**config.mk**
```make
export PLATFORM = sky130hd
export DESIGN_NAME = coriolis_ker0_join2_flat
export DESIGN_NICKNAME = d
export VERILOG_FILES = /design/src/rtl/coriolis_ker0_join2_if.sv /design/src/rtl/coriolis_ker0_join2.sv /design/src/flat_wrapper.sv
export SDC_FILE = /design/constraint.sdc
export NUM_CORES = 1
export LEC_CHECK = 0
export ABC_AREA = 1
export CORE_MARGIN = 2
export CORE_UTILIZATION = 52
export CTS_BUF_LIST = sky130_fd_sc_hd__clkbuf_8
export DETAILED_ROUTE_END_ITERATION = 8
export PLACE_DENSITY = 0.86
export REMOVE_ABC_BUFFERS = 1
export SLEW_MARGIN = 20
export SYNTH_ARGS = -nofsm -noshare
export SYNTH_HDL_FRONTEND = slang
export SYNTH_SLANG_ARGS = --single-unit
```
**constraint.sdc**
```tcl
create_clock -name clk -period 2.8 [get_ports clk]
set_input_delay 0.28 -clock clk [delete_from_list [all_inputs] [get_ports clk]]
set_output_delay 0.28 -clock clk [all_outputs]
set_load 0.05 [all_outputs]
```
**src/rtl/coriolis_ker0_join2_if.sv**
```systemverilog
// Handshake bundle for the two-operand join stage: two producer streams in,
// one paired operand stream out.
interface coriolis_ker0_join2_if #(
    parameter int STREAMW = 34
);
    logic               ivalid_in1_s0;
    logic [STREAMW-1:0] in1_s0;
    logic               iready_in1_s0;
    logic               ivalid_in2_s0;
    logic [STREAMW-1:0] in2_s0;
    logic               iready_in2_s0;
    logic [STREAMW-1:0] out1_s0;
    logic [STREAMW-1:0] out2_s0;
    logic               ovalid;
    logic               oready;

    modport master (
        output ivalid_in1_s0, in1_s0, ivalid_in2_s0, in2_s0, oready,
        input  iready_in1_s0, iready_in2_s0, out1_s0, out2_s0, ovalid
    );

    modport slave (
        input  ivalid_in1_s0, in1_s0, ivalid_in2_s0, in2_s0, oready,
        output iready_in1_s0, iready_in2_s0, out1_s0, out2_s0, ovalid
    );
endinterface

```
**src/rtl/coriolis_ker0_join2.sv**
```systemverilog
// Two-input stream join: per-input FWFT FIFOs absorb arrival skew and release
// an operand pair only when both heads are present.
module coriolis_ker0_join2 #(
    parameter int STREAMW = 34,
    parameter int DEPTH   = 4,
    parameter int ADDRW   = 2
) (
    input logic clk,
    input logic rst,
    coriolis_ker0_join2_if.slave bus
);
    localparam logic [ADDRW:0] CNT_FULL = (ADDRW + 1)'(DEPTH);

    logic [STREAMW-1:0] mem    [2][DEPTH];
    logic [ADDRW-1:0]   wr_ptr [2];
    logic [ADDRW-1:0]   rd_ptr [2];
    logic [ADDRW:0]     cnt    [2];
    logic [STREAMW-1:0] din    [2];
    logic [STREAMW-1:0] head   [2];
    logic [1:0]         ivalid;
    logic [1:0]         iready;
    logic [1:0]         nonempty;
    logic [1:0]         push;
    logic               pop;

    assign din[0]    = bus.in1_s0;
    assign din[1]    = bus.in2_s0;
    assign ivalid[0] = bus.ivalid_in1_s0;
    assign ivalid[1] = bus.ivalid_in2_s0;

    // Ready comes from the registered count only, so a full FIFO stays
    // closed during the cycle it is popped.
    always_comb begin
        for (int k = 0; k < 2; k++) begin
            iready[k]   = (cnt[k] != CNT_FULL);
            nonempty[k] = (cnt[k] != '0);
            push[k]     = ivalid[k] & iready[k];
            head[k]     = nonempty[k] ? mem[k][rd_ptr[k]] : '0;
        end
    end

    assign pop               = (&nonempty) & bus.oready;
    assign bus.ovalid        = &nonempty;
    assign bus.iready_in1_s0 = iready[0];
    assign bus.iready_in2_s0 = iready[1];
    assign bus.out1_s0       = head[0];
    assign bus.out2_s0       = head[1];

    // NOTE: sequential state uses <= so every register samples pre-edge values.
    always_ff @(posedge clk) begin
        if (!rst) begin
            for (int k = 0; k < 2; k++) begin
                wr_ptr[k] <= '0;
                rd_ptr[k] <= '0;
                cnt[k]    <= '0;
            end
        end else begin
            for (int k = 0; k < 2; k++) begin
                if (push[k]) wr_ptr[k] <= wr_ptr[k] + 1'b1;
                if (pop)     rd_ptr[k] <= rd_ptr[k] + 1'b1;
                case ({push[k], pop})
                    2'b10:   cnt[k] <= cnt[k] + 1'b1;
                    2'b01:   cnt[k] <= cnt[k] - 1'b1;
                    default: ;
                endcase
            end
        end
    end

    // NOTE: storage is not reset; zeroed counts make stale entries invisible.
    always_ff @(posedge clk) begin
        for (int k = 0; k < 2; k++) begin
            if (rst && push[k]) mem[k][wr_ptr[k]] <= din[k];
        end
    end
endmodule

```
**src/flat_wrapper.sv**
```systemverilog
// flat-port wrapper written by rule: the top's interface ports become plain ports
module coriolis_ker0_join2_flat 
#(
    parameter int STREAMW = 34,
    parameter int DEPTH   = 4,
    parameter int ADDRW   = 2
)
  (clk, rst, bus_ivalid_in1_s0, bus_in1_s0, bus_ivalid_in2_s0, bus_in2_s0, bus_oready, bus_iready_in1_s0, bus_iready_in2_s0, bus_out1_s0, bus_out2_s0, bus_ovalid);
  coriolis_ker0_join2_if #(.STREAMW(STREAMW)) bus_i ();
  input logic clk;
  input logic rst;
  input wire logic [$bits(bus_i.ivalid_in1_s0)-1:0] bus_ivalid_in1_s0;
  input wire logic [$bits(bus_i.in1_s0)-1:0] bus_in1_s0;
  input wire logic [$bits(bus_i.ivalid_in2_s0)-1:0] bus_ivalid_in2_s0;
  input wire logic [$bits(bus_i.in2_s0)-1:0] bus_in2_s0;
  input wire logic [$bits(bus_i.oready)-1:0] bus_oready;
  output wire logic [$bits(bus_i.iready_in1_s0)-1:0] bus_iready_in1_s0;
  output wire logic [$bits(bus_i.iready_in2_s0)-1:0] bus_iready_in2_s0;
  output wire logic [$bits(bus_i.out1_s0)-1:0] bus_out1_s0;
  output wire logic [$bits(bus_i.out2_s0)-1:0] bus_out2_s0;
  output wire logic [$bits(bus_i.ovalid)-1:0] bus_ovalid;
  assign bus_i.ivalid_in1_s0 = bus_ivalid_in1_s0;
  assign bus_i.in1_s0 = bus_in1_s0;
  assign bus_i.ivalid_in2_s0 = bus_ivalid_in2_s0;
  assign bus_i.in2_s0 = bus_in2_s0;
  assign bus_i.oready = bus_oready;
  assign bus_iready_in1_s0 = bus_i.iready_in1_s0;
  assign bus_iready_in2_s0 = bus_i.iready_in2_s0;
  assign bus_out1_s0 = bus_i.out1_s0;
  assign bus_out2_s0 = bus_i.out2_s0;
  assign bus_ovalid = bus_i.ovalid;
  coriolis_ker0_join2 #(.STREAMW(STREAMW), .DEPTH(DEPTH), .ADDRW(ADDRW)) u_core (.clk(clk), .rst(rst), .bus(bus_i));
endmodule
```
---- After elaboration in Yosys (flattened, before gate mapping) ----
Memories as Yosys holds them, arrays and structs flattened.
Index checks and enable logic that the tools add are counted.
word-level totals
  register bits after elaboration ......... 0
  memory bits (writable) .................. 286
  input port bits ......................... 73
  output and inout port bits .............. 71
  logic and storage cells ................. 92
  memories ................................ 4
cells by class
  add/sub/neg operators ................... 8
  $lt $le $gt $ge ......................... 6
  equal/unequal tests ..................... 6
  mux-type cells .......................... 46
  bitwise logic cells ..................... 15
  reduce and logical (&&, ||, !) cells .... 7
memories
  name           depth  bits a word  rd ports  clocked after memory_dff  wr ports  RTL line                   text
  u_core.mem     2      136          2         0                         2         coriolis_ker0_join2.sv:14  logic [STREAMW-1:0] mem [2][DEPTH];
  u_core.cnt     2      3            2         0                         2         coriolis_ker0_join2.sv:17  logic [ADDRW:0] cnt [2];
  u_core.rd_ptr  2      2            2         0                         2         coriolis_ker0_join2.sv:16  logic [ADDRW-1:0] rd_ptr [2];
  u_core.wr_ptr  2      2            2         0                         2         coriolis_ker0_join2.sv:15  logic [ADDRW-1:0] wr_ptr [2];
operators by type and width
  operator             count
  $mux 136             2
  $mux 34              8
  $bmux 34 s2          2
  $demux 34 s2         2
  $mux 1               24
  $ge 3x3->1 const B   4
  $mux 3               4
  $not 2->3            4
  $add 2x1->2 const B  4
  $mux 2               4
  $or 1x1->1           8
  $add 3x1->3 const B  2
  $lt 3x1->1 const B   2
  $ne 3x3->1 const B   2
  $reduce_bool 3->1    2
  $sub 3x1->3 const B  2
  $eq 2x1->1 const B   2
  $eq 2x2->1 const B   2
  $logic_and 1x1->1    4
  $and 1x1->1          3
  $reduce_and 2->1     1

---- Depth between registers and ports, before layout ----
  depth after elaboration ................. 9
  gate-level depth with buffers ........... 13
  depth with buffers taken out ............ 13

---- Worst setup path before layout ----
Ideal clock, no wire load.
  kind .................................... flip-flop to flip-flop
  from .................................... memory u_core.cnt[1][0] in the netlist's numbering
  to ...................................... memory u_core.mem[0][136] in the netlist's numbering (enable)
  library setup time ...................... 425 ps
  arrival ................................. 2895 ps
  data required time ...................... 2375 ps
  path slack .............................. -520 ps
  stages on the path, launching flop included .. 7
  path buffers ............................ 0
  clock period less this slack ............ 3320 ps
  cells stage by stage .................... edfxtp_1 -> inv_1 -> ha_1 -> nand2_1 -> and2_4 -> nand2_1 -> nor2_1
RTL lines
  element             RTL line
  start: declaration  coriolis_ker0_join2.sv:17
  end: declaration    coriolis_ker0_join2.sv:14

==> flow_metrics.env <==
export IMPL_status="finished clean"
export IMPL_whs_ps=364.3
export IMPL_required_ps=2520
export IMPL_start_kind="flip-flop"
export IMPL_fill_cells=1454
export IMPL_first_pass_iters=6
export IMPL_cp_top_family="flip-flops"
export IMPL_powerDensity_nw_per_um2=1061
export IMPL_num_rows=54
export IMPL_cts_root_buf="clkbuf_8"
export IMPL_synth_seq_cells=286
export IMPL_final_instance_count_excl_fill=1393
export IMPL_synth_distinct_cells=26
export IMPL_dp_cells=1316
export IMPL_synth_top_area_share_pct=74.36
export IMPL_yosysSeqAreaShare_pct=74.36
export IMPL_slew_headroom_pct=50.89
export IMPL_p_leak_nw=5.282
export IMPL_antenna_found_initial=0
export IMPL_multi_input_area_um2=2644
export IMPL_min_to="u_core.mem[0][54]"
export IMPL_holdCritPathClass="in -> reg"
export IMPL_layout_worst_path_cycle_share_pct=93.43
export IMPL_syn_to_final_growth_pct=28.51
export IMPL_clk_latency_ps=540
export IMPL_die_h_um=153.0
export IMPL_wl_met3_um=2241
export IMPL_max_freq_ghz=0.3823
export IMPL_gp_congestion=0.8017
export IMPL_synth_area_leaders="edfxtp_1, nor2_1, o21ai_0, a21oi_1, buf_2"
export IMPL_grt_pass1_wl_um=39030
export IMPL_yosysMostFrequentCell="nor2_1"
export IMPL_clk_pin_slew_ps=60
export IMPL_max_stage_delay_ps=660
export IMPL_tightest_slew_ps=736.6
export IMPL_drive_above_1_share_pct=15.90
export IMPL_dr_max_layer_used="met4"
export IMPL_drcViolationCount=0
export IMPL_synth_enable_flop_cells=286
export IMPL_regArea_um2=8588
export IMPL_io_pins=144
export IMPL_hold_depth=1
export IMPL_reg2reg_to="u_core.cnt[0][2]"
export IMPL_synth_common_cells="nor2_1, edfxtp_1, o21ai_0, a21oi_1, buf_2"
export IMPL_place_hpwl_um=14920
export IMPL_wl_met1_um=9850
export IMPL_grt_max_degree=71
export IMPL_syn_area_um2=11550
export IMPL_cts_tree="done"
export IMPL_cts_buffer_depth=3
export IMPL_cp_slowest_cell="edfxtp_1"
export IMPL_drv_slew=0
export IMPL_yosysTopAreaCell="edfxtp_1"
export IMPL_reg2regPathDepth=13
export IMPL_max_cap_viol_count=0
export IMPL_crit_chain="inv_4 > nor2_1 > o21ai_0 > a21oi_1 > buf_12"
export IMPL_critPathBufInv=2
export IMPL_numCtsBuffers=43
export IMPL_peakVddDrop_v=0.001062
export IMPL_path_class="reg -> out"
export IMPL_dieArea_um2=23420
export IMPL_avgSynthCellArea_um2=12.49
export IMPL_r2r_setup_slack_ps=600
export IMPL_hp_start="bus_in1_s0[20]"
export IMPL_drtIter0Drc=634
export IMPL_finalNetCount=1166
export IMPL_core_um2=21820
export IMPL_cts_max_level=2
export IMPL_cts_sinks=286
export IMPL_synthCells=925
export IMPL_overflow=0
export IMPL_synthArstFlopShare_pct=0
export IMPL_rsz0062_at_grt="no"
export IMPL_cp_max_fo=35
export IMPL_finalSetupViolations=0
export IMPL_wl_per_cell_um=18.04
export IMPL_io_buffers=143
export IMPL_timing_critical_path_to_type="output port"
export IMPL_start_util_pct=52.92
export IMPL_hold_viol_final=0
export IMPL_reg2reg_from="u_core.cnt[1][0]"
export IMPL_die_x_um=153.0
export IMPL_period_minus_slack_ps=2616
export IMPL_synth_ff_type="edfxtp_1"
export IMPL_crit_arrival_ps=2340
export IMPL_ys_warn_count=0
export IMPL_track_usage_pct=21.25
export IMPL_via_per_inst=5.442
export IMPL_cts_hold_buffers=0
export IMPL_clock_skew_ps=20.09
export IMPL_first_global_vias=7637
export IMPL_ant_nets=0
export IMPL_vias=7581
export IMPL_diodes=0
export IMPL_cp_startpoint="u_core.rd_ptr[0][3]"
export IMPL_dr_wl_met2_um=12540
export IMPL_wl_um=25120
## layout by cell type, fill, tap and decap left out, types with 10 or more instances in the layout
| cell type | n |
|---|---|
| nand2_1 | 24 |
| clkinv_1 | 13 |
| inv_1 | 36 |
| o21ai_1 | 16 |
| a21oi_1 | 69 |
| inv_2 | 10 |
| buf_4 | 10 |
| nor2_4 | 11 |
| ha_1 | 11 |
| clkbuf_8 | 45 |
| buf_12 | 75 |
| edfxtp_1 | 286 |
| nor2_1 | 280 |
| clkdlybuf4s50_1 | 75 |
| o21ai_0 | 120 |
## cells by family after synthesis
kind of cell / Yosys count / synth area share [%]
adders and majority gates: 12 / 1.365
xor gates and xnor gates: 3 / 0.2275
DFF: 286 / 74.36
AOI/OAI and AO/OA: 207 / 9.067
and+or+nand+nor: 329 / 11.68
buffers and inverters: 88 / 3.304
## state kept, by name, indices dropped and copies added (netlist names)
register and count:
u_core.mem 272, u_core.wr_ptr 4, u_core.rd_ptr 4, u_core.cnt 6
## metal layers
layer	vias up	global-route usage, %
li1	3547	-
met1	3607	26.66
met2	381	36.29
met3	46	4.990
met4	0	7.716
met5	-	0
## worst reg2reg max path, delay by kind of cell, from the launching register on
kind	cells	cell delay, ps
buffers and inverters	4	290
and+or+nand+nor	6	470
DFF	1	390
xor gates and xnor gates	1	190
adders and majority gates	2	620
## power by group
part           total, W  internal [W]  switching, W
Sequential      0.00522       0.00509      0.000137
Combinational   0.00745       0.00294       0.00451
Clock           0.00308       0.00158       0.00150
## final cells by class
| type | count | share of cell area (%) |
|---|---|---|
| Inverter | 38 | 0.9778 |
| Sequential cell | 286 | 57.86 |
| Clock buffer | 45 | 4.173 |
| Tap cell | 280 | 2.360 |
| Timing Repair Buffer | 161 | 15.75 |
| Multi-Input combinational cell | 551 | 17.81 |
| Clock inverter | 32 | 1.062 |
## worst max-delay path by stage
stage,cells past startpoint,endpoint
floorplan,6,u_core.mem[0][136]
global placement,11,u_core.cnt[0][2]
detailed placement,11,u_core.cnt[0][2]
CTS,5,bus_out2_s0[16]
global route,5,bus_out2_s0[16]
finish,5,bus_out2_s0[16]
## stage by stage
| step | cell area (um^2) | util (%) | power, W | worst slack (ps) | TNS (ps) |
|---|---|---|---|---|---|
| 6_report | 14840 | 68.01 | 0.01575 | 184.0 | 0 |
| 5_1_grt | 14840 | 68.01 | 0.01641 | 27.95 | 0 |
| 4_1_cts | 14830 | 67.97 | 0.01585 | 67.56 | 0 |
| 3_5_place_dp | 14060 | 64.41 | 0.01276 | 532.2 | 0 |
| 3_3_place_gp | 14060 | 64.41 | 0.01262 | 596.0 | 0 |
| 2_1_floorplan | 11310 | - | 0.009143 | -520.5 | -98270 |
## timing repair
item / in CTS / in global routing
gates resized for setup: 0 / 4
endpoints found under the setup margin: 0 / 17
setup buffers: 0 / 0
No activity file was read; power rests on OpenSTA's default activity.
